File: config.mk
export PLATFORM = sky130hd
export DESIGN_NAME = range_rand_gen
export DESIGN_NICKNAME = d
export VERILOG_FILES = /design/src/rtl/range_rand_pkg.sv /design/src/rtl/range_rand_gen_lfsr.sv /design/src/rtl/range_rand_gen.sv
export SDC_FILE = /design/constraint.sdc
export NUM_CORES = 1
export LEC_CHECK = 0
export CAP_MARGIN = 20
export CORE_ASPECT_RATIO = 0.7
export CORE_MARGIN = 4
export CORE_UTILIZATION = 52
export CTS_CLUSTER_DIAMETER = 80
export CTS_CLUSTER_SIZE = 8
export DETAILED_ROUTE_END_ITERATION = 10
export PLACE_DENSITY = 0.77
export SYNTH_ARGS = -nofsm -noshare
export SYNTH_HDL_FRONTEND = slang
export SYNTH_SLANG_ARGS = --single-unit
File: constraint.sdc
create_clock -name clk -period 4.5 [get_ports clk]
set_input_delay 0.675 -clock clk [delete_from_list [all_inputs] [get_ports clk]]
set_output_delay 0.675 -clock clk [all_outputs]
set_load 0.02 [all_outputs]
File: src/rtl/range_rand_pkg.sv
// range_rand_pkg
// Shared types and constants for the bounded random number generator.
//   status_e : response status codes carried on resp_status
//   state_e  : control FSM states of range_rand_gen
//   TAPS_16 / TAPS_32 : Galois feedback masks for the supported LFSR widths
//   lfsr_taps() : picks the feedback mask for a given LFSR width
package range_rand_pkg;

   typedef enum logic [1:0] {
      ST_OK           = 2'd0,
      ST_BELOW_THRESH = 2'd1,
      ST_RANGE_ERR    = 2'd2,
      ST_FALLBACK     = 2'd3
   } status_e;

   typedef enum logic [1:0] {
      S_IDLE = 2'd0,
      S_DRAW = 2'd1,
      S_RESP = 2'd2
   } state_e;

   localparam logic [15:0] TAPS_16 = 16'hB400;
   localparam logic [31:0] TAPS_32 = 32'h80200003;

   // Returns the feedback mask right-aligned in 32 bits; callers slice to width.
   function automatic logic [31:0] lfsr_taps(input int unsigned w);
      return (w == 32) ? TAPS_32 : {16'h0000, TAPS_16};
   endfunction

endpackage

File: src/rtl/range_rand_gen_lfsr.sv
// lfsr_galois
// Right-shifting Galois LFSR that advances only when enabled.
//   clk    : rising-edge clock
//   rst    : asynchronous active-high reset, loads SEED (0 is replaced by 1)
//   enable : advance one step this cycle
//   value  : current generator state
module lfsr_galois #(
   parameter int unsigned      WIDTH = 16,
   parameter logic [WIDTH-1:0] TAPS  = 16'hB400,
   parameter logic [WIDTH-1:0] SEED  = 16'hACE1
) (
   input  logic             clk,
   input  logic             rst,
   input  logic             enable,
   output logic [WIDTH-1:0] value
);

   // An all-zero state would lock the generator, so a zero seed becomes 1.
   localparam logic [WIDTH-1:0] SEED_NZ = (SEED == '0) ? WIDTH'(1) : SEED;

   // Shift right; when the bit falling out is 1, fold the feedback mask in.
   always_ff @(posedge clk or posedge rst) begin
      if (rst) begin
         value <= SEED_NZ;
      end else if (enable) begin
         if (value[0]) begin
            value <= (value >> 1) ^ TAPS;
         end else begin
            value <= value >> 1;
         end
      end
   end

endmodule

File: src/rtl/range_rand_gen.sv
// range_rand_gen
// Returns a pseudo-random value in [req_lo, req_hi] by masked rejection
// sampling from a Galois LFSR, with threshold / range-error short paths and a
// fallback to req_lo after MAX_TRIES rejected draws.
//   clk, rst            : clock, asynchronous active-high reset
//   req_valid/req_ready : request handshake, bounds on req_lo/req_hi
//   resp_valid/resp_ready : response handshake
//   resp_data           : result value
//   resp_status         : OK=0, BELOW_THRESH=1, RANGE_ERR=2, FALLBACK=3
//   resp_tries          : number of draws spent on this result
// Optional build macro: RANGE_RAND_GEN_ASSERT_EN compiles in runtime assertions.
module range_rand_gen
   import range_rand_pkg::*;
#(
   parameter int unsigned       WIDTH     = 8,
   parameter int unsigned       LFSR_W    = 16,
   parameter logic [LFSR_W-1:0] SEED      = 16'hACE1,
   parameter int unsigned       THRESH    = 10,
   parameter int unsigned       MAX_TRIES = 8
) (
   input  logic             clk,
   input  logic             rst,
   input  logic             req_valid,
   output logic             req_ready,
   input  logic [WIDTH-1:0] req_lo,
   input  logic [WIDTH-1:0] req_hi,
   output logic             resp_valid,
   input  logic             resp_ready,
   output logic [WIDTH-1:0] resp_data,
   output logic [1:0]       resp_status,
   output logic [7:0]       resp_tries
);

   localparam logic [31:0]       TAPS_FULL = lfsr_taps(LFSR_W);
   localparam logic [LFSR_W-1:0] TAPS      = TAPS_FULL[LFSR_W-1:0];

   state_e            state_q, state_d;
   logic [WIDTH-1:0]  lo_q, lo_d, hi_q, hi_d;
   logic [7:0]        cnt_q, cnt_d, cnt_inc;
   logic [WIDTH-1:0]  data_q, data_d;
   status_e           status_q, status_d;
   logic [7:0]        tries_q, tries_d;

   logic [LFSR_W-1:0] lfsr_value;
   logic              lfsr_en;
   logic [WIDTH-1:0]  span, mask, cand;
   logic              unused_lfsr_bits;

   // The generator steps only while a draw is being evaluated, so results
   // depend solely on how many draws have been made since reset.
   assign lfsr_en = (state_q == S_DRAW);

   lfsr_galois #(
      .WIDTH (LFSR_W),
      .TAPS  (TAPS),
      .SEED  (SEED)
   ) u_lfsr (
      .clk    (clk),
      .rst    (rst),
      .enable (lfsr_en),
      .value  (lfsr_value)
   );

   // Only the low WIDTH generator bits feed draws; the rest are sunk here.
   assign unused_lfsr_bits = ^lfsr_value;

   // Mask is the smallest all-ones pattern covering span, so a candidate is
   // rejected with probability below one half.
   always_comb begin
      span = hi_q - lo_q;
      mask = '0;
      for (int i = 0; i < int'(WIDTH); i++) begin
         mask[i] = |(span >> i);
      end
      cand = lfsr_value[WIDTH-1:0] & mask;
   end

   assign cnt_inc     = cnt_q + 8'd1;
   assign req_ready   = (state_q == S_IDLE) && !rst;
   assign resp_valid  = (state_q == S_RESP);
   assign resp_data   = data_q;
   assign resp_status = status_q;
   assign resp_tries  = tries_q;

   // Next-state and payload logic. Short paths (threshold, bad range) go
   // straight to RESP; valid ranges draw until a candidate fits or the try
   // budget runs out.
   always_comb begin
      state_d  = state_q;
      lo_d     = lo_q;
      hi_d     = hi_q;
      cnt_d    = cnt_q;
      data_d   = data_q;
      status_d = status_q;
      tries_d  = tries_q;
      case (state_q)
         S_IDLE: begin
            if (req_valid) begin
               lo_d  = req_lo;
               hi_d  = req_hi;
               cnt_d = 8'd0;
               if (32'(req_lo) <= THRESH) begin
                  state_d  = S_RESP;
                  data_d   = '0;
                  status_d = ST_BELOW_THRESH;
                  tries_d  = 8'd0;
               end else if (req_lo > req_hi) begin
                  state_d  = S_RESP;
                  data_d   = '0;
                  status_d = ST_RANGE_ERR;
                  tries_d  = 8'd0;
               end else begin
                  state_d = S_DRAW;
               end
            end
         end
         S_DRAW: begin
            if (cand <= span) begin
               state_d  = S_RESP;
               data_d   = lo_q + cand;
               status_d = ST_OK;
               tries_d  = cnt_inc;
            end else if (cnt_inc == 8'(MAX_TRIES)) begin
               state_d  = S_RESP;
               data_d   = lo_q;
               status_d = ST_FALLBACK;
               tries_d  = cnt_inc;
            end else begin
               cnt_d = cnt_inc;
            end
         end
         S_RESP: begin
            if (resp_ready) begin
               state_d = S_IDLE;
            end
         end
         default: begin
            state_d = S_IDLE;
         end
      endcase
   end

   // State and payload registers; reset drops any request in flight.
   always_ff @(posedge clk or posedge rst) begin
      if (rst) begin
         state_q  <= S_IDLE;
         lo_q     <= '0;
         hi_q     <= '0;
         cnt_q    <= 8'd0;
         data_q   <= '0;
         status_q <= ST_OK;
         tries_q  <= 8'd0;
      end else begin
         state_q  <= state_d;
         lo_q     <= lo_d;
         hi_q     <= hi_d;
         cnt_q    <= cnt_d;
         data_q   <= data_d;
         status_q <= status_d;
         tries_q  <= tries_d;
      end
   end

`ifdef RANGE_RAND_GEN_ASSERT_EN
   // Successful and fallback results always lie inside the requested bounds.
   a_result_in_range: assert property (@(posedge clk) disable iff (rst)
      (resp_valid && (status_q == ST_OK || status_q == ST_FALLBACK))
         |-> (resp_data >= lo_q && resp_data <= hi_q))
      else $error("range_rand_gen: result outside requested bounds");

   // Error-type results carry a zero payload.
   a_error_data_zero: assert property (@(posedge clk) disable iff (rst)
      (resp_valid && (status_q == ST_RANGE_ERR || status_q == ST_BELOW_THRESH))
         |-> (resp_data == '0))
      else $error("range_rand_gen: error status with nonzero data");

   // A stalled response must not change under the consumer.
   a_payload_stable: assert property (@(posedge clk) disable iff (rst)
      (resp_valid && !resp_ready)
         |=> (resp_valid && $stable(resp_data) && $stable(resp_status)
              && $stable(resp_tries)))
      else $error("range_rand_gen: response payload changed while stalled");

   // The generator must never reach its lock-up state.
   a_lfsr_nonzero: assert property (@(posedge clk) disable iff (rst)
      (lfsr_value != '0))
      else $error("range_rand_gen: LFSR reached zero");
`endif

endmodule

==> impl_metrics.tcl <==
set metrics [dict create \
    status "finished, final reports clean" \
    design_power_total_w 0.00304 \
    worst_slew_pin_slew_ns 0.663 \
    antenna_found_initial 0 \
    drive_gt1_share_pct 18.5 \
    yosysWarnings 0 \
    drt_iter0_drc 208 \
    clockBufferDepth 2 \
    grt_pass1_wl_um 15500 \
    antenna_left 0 \
    row_count 25 \
    finalCriticalPeriod_ns 4.32 \
    top_layer "met4" \
    ys_types 63 \
    syn_to_final_growth_pct 27.0 \
    crit_required_ns 4.74 \
    grt_setup_unrepaired "false" \
    cap_violations 0 \
    postCtsHoldBufs 0 \
    cp-end-kind "register" \
    irDropWorstVdd_uv 310 \
    overflow 0 \
    die_x_um 110 \
    root_buffer "clkbuf_8" \
    wl_met1_um 4620 \
    synth-seq-area-share_pct 39.8 \
    cts_tree "built" \
    die-area_um2 8750 \
    grt_max_degree 53 \
    synth_top_cell_by_area "dfrtp_1" \
    setup_viol 0 \
    synth_fp_nets 470 \
    core-area_um2 6910 \
    htreeDepth 3 \
    synthArstFlopShare_pct 100 \
    layout_common_cells "nand2_1 (78), dfrtp_1 (52), clkdlybuf4s50_1 (39)" \
    cp-start-kind "register" \
    first_global_vias 3199 \
    hpwlAfterDp_um 7080 \
    cts_buffers 9 \
    drt-pass1-iter-count 4 \
    initial_core_util_pct 54.9 \
    drt_wl_total_um 9810 \
    fin_hold_ws_ns 0.461 \
    synth_top_area_share_pct 34.3 \
    synth_cells 419 \
    path_clk_slew_ns 0.07 \
    post-route-util_pct 69.7 \
    worstSetupPathType "reg2reg" \
    p_leak_nw 2.23 \
    synthTopCellsByArea "dfrtp_1 (34%), ha_1 (9.6%), nand2_1 (7.8%)" \
    slew_headroom_pct 55.8 \
    fin_nets 528 \
    final_common_cell "nand2_1" \
    num_antenna_cells 0 \
    powerDensity_nw_per_um2 631 \
    routabilityCongestion 0.943 \
    num_vias 3365 \
    cp_max_fo 8 \
    skew_ns 0.00708 \
    wl_per_cell_um 17.0 \
    ys_seq_elements 60 \
    hold_viol 0 \
    via_per_inst 5.84 \
    critPathArrivalTime_ns 4.56 \
    ys.flop_type "dfrtp_1" \
    wl_met3_um 601 \
    port_buffers 39 \
    syn_avg_cell_area_um2 9.05 \
    cts.sinks 60 \
    worstSkewPairLatency_ns 0.36 \
    grt_use_total_pct 23.1 \
    final-max-slew-violation-count 0 \
    design_area_um2 4820 \
    design.portCount 40 \
    placed_area_um2 4400 \
    route.detailed.drc 0 \
    die_height_um 79.5 \
    synth_edf_count 0 \
    fmax_mhz 231 \
    fin_setup_tns_ns 0 \
    min_period_over_period_pct 96.1 \
    holdCritPathClass "reg2reg" \
    syn-cell-area_um2 3790 \
    dr_wl_met2_um 4430 \
]
==> cell usage after synthesis (all sizes together) (2+ instances only) <==
cell and count:
a21oi 17, o21ai 29, nor3b 3, and3 6, or3b 2, nand4 4
clkbuf 10, nor3 9, dfrtp 52, ha 29, xnor2 10, a41o 2
nand2b 5, o21a 5, a221o 2, fa 2, o211ai 3, or3 4
a32oi 2, dfstp 8, a32o 2, a21boi 2, buf 5, nor2 20
inv 26, mux2i 2, a311oi 2, o31ai 9, and2 5, nor2b 5
xor2 6, nand3 9, mux2 13, nand2 79, a21o 9
==> cells by family after synthesis <==
family / synth area share [%]
AOI/OAI and AO/OA: 17.7
xor gates and xnor gates: 3.69
adders and majority gates: 10.9
buffers and inverters: 4.29
DFF: 39.8
muxes: 4.39
and+or+nand+nor: 19.2
==> stage by stage <==
step           setup WS [ns]  cells
2_1_floorplan         0.0544    419
6_report               0.176    576
5_1_grt             0.000283    576
3_5_place_dp         -0.0499    556
3_3_place_gp          0.0796    556
4_1_cts              0.00927    572
==> per-layer routing <==
layer / track usage [%] / vias to the layer above
met1: 32.0 / 1640
li1: - / 1597
met2: 34.9 / 114
met5: 0 / -
met3: 6.22 / 14
met4: 8.00 / 0
==> report_power, final <==
group          leakage [nW]  switching [W]  internal [W]
logic                  1.35       0.000977      0.000776
registers             0.769       0.000103      0.000647
clock network         0.107       0.000212      0.000326
==> worst paths after layout <==
kind	end	slack, ns	from	cells past startpoint
setup / recovery	resp_data[7]	0.18	lo_q[6]	20
hold / removal	u_lfsr.value[15]	0.46	u_lfsr.value[15]	2
setup reg to reg	resp_data[7]	0.18	lo_q[6]	20
hold reg to reg	u_lfsr.value[15]	0.46	u_lfsr.value[15]	2
max in group asynchronous	u_lfsr.value[2]	3.03	rst	3
min in group asynchronous	cnt_q[4]	0.57	rst	2
==> worst max-delay path, stage by stage (launching register included) <==
cell and delay, ns:
dfrtp_1 0.40, inv_1 0.11, ha_1 0.40, a21oi_1 0.24, o211ai_1 0.13, a21oi_1 0.30, o21ai_2 0.13, nor3_2 0.17
and3_4 0.24, nand2_1 0.07, nand2_2 0.07, inv_1 0.04, ha_1 0.21, a21o_1 0.22, nand3_1 0.09, a32oi_1 0.07
a41o_1 0.29, o31ai_4 0.26, a21boi_1 0.12, o311ai_1 0.27, or3b_1 0.37
==> final cells by class <==
type	instances	area, um^2
Multi-Input combinational cell	318	2280
Timing Repair Buffer	62	597
Fill cell	580	2090
Sequential cell	60	1510
Clock buffer	12	145
Clock inverter	4	72.6
Inverter	26	97.6
Tap cell	94	118
==> sequential cells by signal (all words and copies together), names as in the netlist <==
signal	cells
cnt_q	8
hi_q	8
lo_q	8
resp_data	8
resp_status	2
resp_tries	8
state_q	2
u_lfsr.value	16
==> what timing repair did <==
item	CTS	global route
pin swaps	0	16
setup endpoints to repair	2	27
setup buffers	0	3
cloned	0	1
gates resized for setup	3	29
hold endpoints to repair	0	0
(Power assumes the default switching activity.)
